[config.mk]
export PLATFORM = sky130hd
export DESIGN_NAME = lsu_ctrl
export DESIGN_NICKNAME = d
export VERILOG_FILES = /design/src/rtl/lsu_pkg.sv /design/src/rtl/lsu_align.sv /design/src/rtl/lsu_ctrl.sv
export SDC_FILE = /design/constraint.sdc
export NUM_CORES = 1
export LEC_CHECK = 0
export CAP_MARGIN = 20
export CORE_MARGIN = 1.5
export CORE_UTILIZATION = 40
export CTS_BUF_LIST = sky130_fd_sc_hd__clkbuf_8
export CTS_CLUSTER_SIZE = 14
export DETAILED_ROUTE_END_ITERATION = 10
export PLACE_DENSITY = 0.77
export SLEW_MARGIN = 25
export SYNTH_ARGS = -nofsm -noshare
export SYNTH_HDL_FRONTEND = slang
export SYNTH_SLANG_ARGS = --single-unit
export TNS_END_PERCENT = 30
[constraint.sdc]
create_clock -name clk -period 16.75 [get_ports clk]
set_clock_uncertainty 0.15 [all_clocks]
set_input_delay 3.35 -clock clk [delete_from_list [all_inputs] [get_ports clk]]
set_output_delay 3.35 -clock clk [all_outputs]
set_load 0.05 [all_outputs]
[src/rtl/lsu_pkg.sv]
`default_nettype none
// +----------------------------------------------------------------------+
// | lsu_pkg: shared types, funct3 codes and size helpers for the LSU     |
// | Rev 1.0                                                              |
// +----------------------------------------------------------------------+
package lsu_pkg;

    typedef enum logic [1:0] {
        ST_IDLE = 2'd0,
        ST_REQ  = 2'd1,
        ST_WAIT = 2'd2,
        ST_RESP = 2'd3
    } lsu_state_t;

    localparam logic [2:0] F3_B  = 3'b000;
    localparam logic [2:0] F3_H  = 3'b001;
    localparam logic [2:0] F3_W  = 3'b010;
    localparam logic [2:0] F3_D  = 3'b011;
    localparam logic [2:0] F3_BU = 3'b100;
    localparam logic [2:0] F3_HU = 3'b101;
    localparam logic [2:0] F3_WU = 3'b110;

    // Access size in bytes; the unsigned forms share the size of their signed twin.
    function automatic logic [3:0] size_of(input logic [2:0] funct3);
        case (funct3)
            F3_B, F3_BU: size_of = 4'd1;
            F3_H, F3_HU: size_of = 4'd2;
            F3_W, F3_WU: size_of = 4'd4;
            default:     size_of = 4'd8;
        endcase
    endfunction

    function automatic logic is_misaligned(input logic [63:0] addr, input logic [2:0] funct3);
        logic [3:0] m;
        m = size_of(funct3) - 4'd1;
        is_misaligned = ((addr & 64'(m)) != 64'd0);
    endfunction

endpackage
`default_nettype wire

[src/rtl/lsu_align.sv]
`default_nettype none
// +----------------------------------------------------------------------+
// | lsu_align: byte-lane mask, store shift and load extract/extend       |
// | Rev 1.0                                                              |
// +----------------------------------------------------------------------+
module lsu_align
    import lsu_pkg::*;
(
    input  logic [2:0]  funct3,
    input  logic [2:0]  off,
    input  logic [63:0] wdata,
    input  logic [63:0] rdata,
    output logic [7:0]  wmask,
    output logic [63:0] wdata_sh,
    output logic [63:0] rdata_ext
);

    logic [7:0]  w_base;
    logic [63:0] w_rsh;

    always_comb begin
        w_base = 8'h00;
        case (funct3[1:0])
            2'd0:    w_base = 8'h01;
            2'd1:    w_base = 8'h03;
            2'd2:    w_base = 8'h0F;
            default: w_base = 8'hFF;
        endcase
    end

    assign wmask    = w_base << off;
    assign wdata_sh = wdata << {off, 3'b000};
    assign w_rsh    = rdata >> {off, 3'b000};

    always_comb begin
        rdata_ext = w_rsh;
        case (funct3)
            F3_B:    rdata_ext = {{56{w_rsh[7]}},  w_rsh[7:0]};
            F3_H:    rdata_ext = {{48{w_rsh[15]}}, w_rsh[15:0]};
            F3_W:    rdata_ext = {{32{w_rsh[31]}}, w_rsh[31:0]};
            F3_BU:   rdata_ext = {56'd0, w_rsh[7:0]};
            F3_HU:   rdata_ext = {48'd0, w_rsh[15:0]};
            F3_WU:   rdata_ext = {32'd0, w_rsh[31:0]};
            default: rdata_ext = w_rsh;
        endcase
    end

endmodule
`default_nettype wire

[src/rtl/lsu_ctrl.sv]
`default_nettype none
// +----------------------------------------------------------------------+
// | lsu_ctrl: single-outstanding load/store unit in front of data memory |
// | Rev 1.0                                                              |
// +----------------------------------------------------------------------+
module lsu_ctrl
    import lsu_pkg::*;
#(
    parameter int unsigned TIMEOUT = 255
) (
    input  logic        clk,
    input  logic        rst,
    input  logic        in_valid,
    output logic        in_ready,
    input  logic        in_load,
    input  logic        in_store,
    input  logic [2:0]  in_funct3,
    input  logic [63:0] in_addr,
    input  logic [63:0] in_wdata,
    output logic        out_valid,
    input  logic        out_ready,
    output logic [63:0] out_rdata,
    output logic        out_misalign,
    output logic        out_err,
    output logic        mem_req,
    input  logic        mem_gnt,
    output logic        mem_we,
    output logic [63:0] mem_addr,
    output logic [63:0] mem_wdata,
    output logic [7:0]  mem_wmask,
    input  logic        mem_rvalid,
    input  logic [63:0] mem_rdata
);

    // WAIT is entered with the counter at 0, so the last waiting cycle is TIMEOUT-1.
    localparam logic [15:0] c_tmo_last = 16'(TIMEOUT - 1);

    lsu_state_t  r_state, w_next;
    logic [15:0] r_cnt;
    logic        r_load;
    logic [2:0]  r_funct3;
    logic [2:0]  r_off;
    logic        w_illegal, w_misalign, w_reject;
    logic [2:0]  w_al_f3, w_al_off;
    logic [7:0]  w_wmask;
    logic [63:0] w_wdata_sh, w_rdata_ext;

    always_comb begin
        w_illegal = 1'b1;
        if (in_load && !in_store)
            w_illegal = (in_funct3 == 3'b111);
        else if (in_store && !in_load)
            w_illegal = in_funct3[2];
    end

    assign w_misalign = is_misaligned(in_addr, in_funct3);
    assign w_reject   = w_illegal || w_misalign;
    assign in_ready   = (r_state == ST_IDLE);

    // Accept-time lanes come from the live inputs; load extraction uses the latched access.
    assign w_al_f3  = (r_state == ST_IDLE) ? in_funct3    : r_funct3;
    assign w_al_off = (r_state == ST_IDLE) ? in_addr[2:0] : r_off;

    lsu_align u_align (
        .funct3    (w_al_f3),
        .off       (w_al_off),
        .wdata     (in_wdata),
        .rdata     (mem_rdata),
        .wmask     (w_wmask),
        .wdata_sh  (w_wdata_sh),
        .rdata_ext (w_rdata_ext)
    );

    always_ff @(posedge clk or posedge rst) begin
        if (rst) r_state <= ST_IDLE;
        else     r_state <= w_next;
    end

    always_comb begin
        w_next = r_state;
        case (r_state)
            ST_IDLE: if (in_valid) w_next = w_reject ? ST_RESP : ST_REQ;
            ST_REQ:  if (mem_gnt)  w_next = r_load ? ST_WAIT : ST_RESP;
            ST_WAIT: if (mem_rvalid || (r_cnt == c_tmo_last)) w_next = ST_RESP;
            ST_RESP: if (out_ready) w_next = ST_IDLE;
            default: w_next = ST_IDLE;
        endcase
    end

    always_ff @(posedge clk or posedge rst) begin
        if (rst) begin
            r_cnt        <= 16'd0;
            r_load       <= 1'b0;
            r_funct3     <= 3'd0;
            r_off        <= 3'd0;
            out_valid    <= 1'b0;
            out_rdata    <= 64'd0;
            out_misalign <= 1'b0;
            out_err      <= 1'b0;
            mem_req      <= 1'b0;
            mem_we       <= 1'b0;
            mem_addr     <= 64'd0;
            mem_wdata    <= 64'd0;
            mem_wmask    <= 8'd0;
        end else begin
            case (r_state)
                ST_IDLE: begin
                    if (in_valid) begin
                        r_load       <= in_load;
                        r_funct3     <= in_funct3;
                        r_off        <= in_addr[2:0];
                        out_rdata    <= 64'd0;
                        out_err      <= w_illegal;
                        out_misalign <= !w_illegal && w_misalign;
                        if (w_reject) begin
                            out_valid <= 1'b1;
                        end else begin
                            mem_req   <= 1'b1;
                            mem_we    <= in_store;
                            mem_addr  <= {in_addr[63:3], 3'b000};
                            mem_wdata <= in_store ? w_wdata_sh : 64'd0;
                            mem_wmask <= in_store ? w_wmask : 8'd0;
                        end
                    end
                end
                ST_REQ: begin
                    if (mem_gnt) begin
                        mem_req <= 1'b0;
                        r_cnt   <= 16'd0;
                        if (!r_load) out_valid <= 1'b1;
                    end
                end
                ST_WAIT: begin
                    if (mem_rvalid) begin
                        out_rdata <= w_rdata_ext;
                        out_valid <= 1'b1;
                    end else if (r_cnt == c_tmo_last) begin
                        out_err   <= 1'b1;
                        out_rdata <= 64'd0;
                        out_valid <= 1'b1;
                    end else begin
                        r_cnt <= r_cnt + 16'd1;
                    end
                end
                ST_RESP: begin
                    if (out_ready) out_valid <= 1'b0;
                end
                default: ;
            endcase
        end
    end

endmodule
`default_nettype wire

==> results.cfg <==
[power]
ir_worst_vdd_mv = 0.145
total_leakage_power_nw = 7.87
switching_share = 0.508
p_switching_mw = 1.76
p_int_mw = 1.70
power_frac_seq = 0.241
p_per_area_nw_per_um2 = 202
combPwrFrac = 0.609
clkPwrFrac = 0.149

[synthesis]
synth.yosys.seq_area_share = 0.475
synth-seq-cells = 227
synth_edf_count = 0
synthCells = 1387
yosysWarnings = 0
synthDistinctLibCells = 51
syn_area_sq_um = 12000
synthFlopType = dfrtp_1
post_synth.cell_area_avg_sq_um = 8.63
synthArstFlopShare = 1.00

[floorplan]
die_area_sq_um = 31000
rows = 63
coreArea_sq_um = 29600
io_pins = 409
die_h_microns = 176
die_x_microns = 176
start_util = 0.405

[layout]
drive_gt1_frac = 0.0566
nNetsFinal = 1966
mostFrequentLayoutCells = 466 x nand2_1, 405 x clkdlybuf4s50_1, 227 x dfrtp_1
fillers = 2592
fin_util = 0.579
syn2layout_area_growth_pct = 43.1
final_common_cell = nand2_1
num_antenna_cells = 0
post-route-cell-area_sq_um = 17100

[worst_hold_path]
whs_endpoint = mem_addr[6]$_DFFE_PP0P_
hp-start = mem_addr[6]$_DFFE_PP0P_
hold_depth = 2
hold_path_class = flip-flop to flip-flop

[critical_path]
reg2reg_to = out_rdata[37]$_DFFE_PP0P_
worstSetupStartpointType = input port
slowest_delay_ns = 0.75
critPathSlowestCell = mux2i_4
reg2reg_slack_ns = 11.87
worst_setup_path_end_kind = flip-flop
crit_required_ns = 16.99
reg2reg_depth = 10
criticalPathCategory = input port to flip-flop
path_cells = clkdlybuf4s50_1 > mux2i_4 > buf_4 > mux4_2 > mux2i_1 > a2111o_1 > o211a_2 > o21ai_0
path_max_fanout = 70
cp.arrival_ns = 7.38
reg2reg_from = r_state[0]$_DFFE_PP0P_

[timing]
finalSetupTns_ns = 0
fin_crit_ns = 7.15
holdWs_ns = 0.322
setup_viol = 0
hold_viol_final = 0
tightestPinTransition_ns = 1.04
relSlewSlack = 0.306
max_freq_mhz = 140
fin_crit_sh = 0.427
rsz0062_at_grt = no
slew_viol_final = 0

[detailed_routing]
drc = 0
final_antenna_net_count = 0
drt-vias-per-instance = 5.49
vias = 11900
drtIter0Drc = 1100
drt_wl_total_microns = 43800
wire_per_inst_microns = 20.2
drt-pass1-iter-count = 6

[place]
post_dp_cell_area_sq_um = 16300
dp.final_hpwl_microns = 32100
portBuffers = 405
place.gp.congestion = 0.918

[flow_run]
cap_violations = 0

[clocking]
ctsRootBufferMaster = clkbuf_8
clkTransAtPathRegs_ns = 0.06
clockBufferDepth = 3
cts_resized = 0
clock_sinks = 227
insertion_delay_ns = 0.54
cts_made_buffers = 41
cts_tree = built
htree_num_levels = 2
cts_hold_buffers = 0
cts_setup_buffers = 0

[global_route]
grt_pass1_vias = 11900
grt_start_max_net_pins = 97
antenna_found_initial = 0
grt_util_all_layers = 0.278
grt_pass1_wl_microns = 67000
grt_overflow = 0

[run_status]
status = finished, final reports clean
## worst max-delay path by stage
stage	start	end	slack (ns)	depth (start not counted)
3_3_place_gp	in_addr[0]	out_rdata[38]$_DFFE_PP0P_	9.17	8
2_1_floorplan	rst	mem_addr[10]$_DFFE_PP0P_	7.03	1
3_5_place_dp	in_addr[0]	out_rdata[38]$_DFFE_PP0P_	9.14	8
6_report	in_addr[0]	out_rdata[37]$_DFFE_PP0P_	9.60	8
4_1_cts	in_addr[0]	out_rdata[38]$_DFFE_PP0P_	9.71	8
5_1_grt	in_addr[0]	out_rdata[37]$_DFFE_PP0P_	9.44	8
## metal layers
layer / up-vias / share of wire / track usage / routed length [microns]
met4: 0 / 0.040 / 0.119 / 1750
met3: 108 / 0.096 / 0.0644 / 4210
met5: - / 0 / 0 / 0
met2: 654 / 0.46 / 0.430 / 20000
li1: 5539 / - / - / -
met1: 5634 / 0.41 / 0.373 / 17900
## flip-flops by register name, indices dropped and copies added (netlist names)
signal	cells
mem_wdata	64
out_rdata	64
mem_addr	61
r_cnt	16
mem_wmask	8
r_funct3	3
r_off	3
r_state	2
mem_req	1
mem_we	1
out_err	1
out_misalign	1
out_valid	1
r_load	1
## synth_stat cells, drive strengths merged, types with 5 or more instances
cell type,n,area [sq um]
a211oi,16,120
a21oi,76,380
a22o,27,236
a31oi,9,56.3
a32oi,14,123
and3,31,194
buf,26,128
clkbuf,68,255
dfrtp,227,5680
ha,6,75.1
inv,11,41.3
mux2,12,135
mux2i,112,1130
nand2,468,1760
nand3,22,110
nand4,5,31.3
nor2,47,176
nor3,7,40.0
o211ai,24,180
o21ai,119,596
or3,13,81.3
xor2,7,61.3
## cells by family after synthesis
logic type,count (synthesis),synth area share
buffers and inverters,105,0.0354
multiplexers,128,0.114
AND/OR/NAND/NOR,609,0.210
flip-flops,227,0.475
AO/OA/AOI/OAI,302,0.153
other,1,0.000313
XOR/XNOR,9,0.00659
adder cells (fa/ha/maj),6,0.00627
## cell type report
cell class / count / area (sq um) / area share
Clock buffer: 52 / 716 / 0.0418
Multi-Input combinational cell: 1057 / 5920 / 0.346
Sequential cell: 227 / 5680 / 0.332
Inverter: 11 / 48.8 / 0.00285
Tap cell: 390 / 488 / 0.0285
Clock inverter: 19 / 88.8 / 0.00519
Timing Repair Buffer: 419 / 4180 / 0.244
## power by group through the flow
| stage | combinational [mW] | sequential (mW) | clock [mW] |
|---|---|---|---|
| 2_1_floorplan | 0.898 | 1.34 | 0 |
| 3_3_place_gp | 2.06 | 0.833 | 0 |
| 3_5_place_dp | 2.08 | 0.838 | 0 |
| 4_1_cts | 2.09 | 0.832 | 0.527 |
| 5_1_grt | 2.24 | 0.850 | 0.552 |
| 6_report | 2.10 | 0.833 | 0.516 |
## metrics by stage
stage | instances | power (mW) | worst slack, ns
CTS | 2175 | 3.45 | 9.71
floorplan | 1389 | 2.24 | 7.03
global route | 2175 | 3.64 | 9.44
global placement | 2103 | 2.89 | 9.17
finish | 2175 | 3.45 | 9.60
detailed placement | 2104 | 2.92 | 9.14
## critical path, delay by kind of cell
family,cells,cell delay [ns]
mux,3,1.44
buf+inv,2,1.30
compound gates,3,1.20
Note: power is estimated with default switching activity, not from simulation.
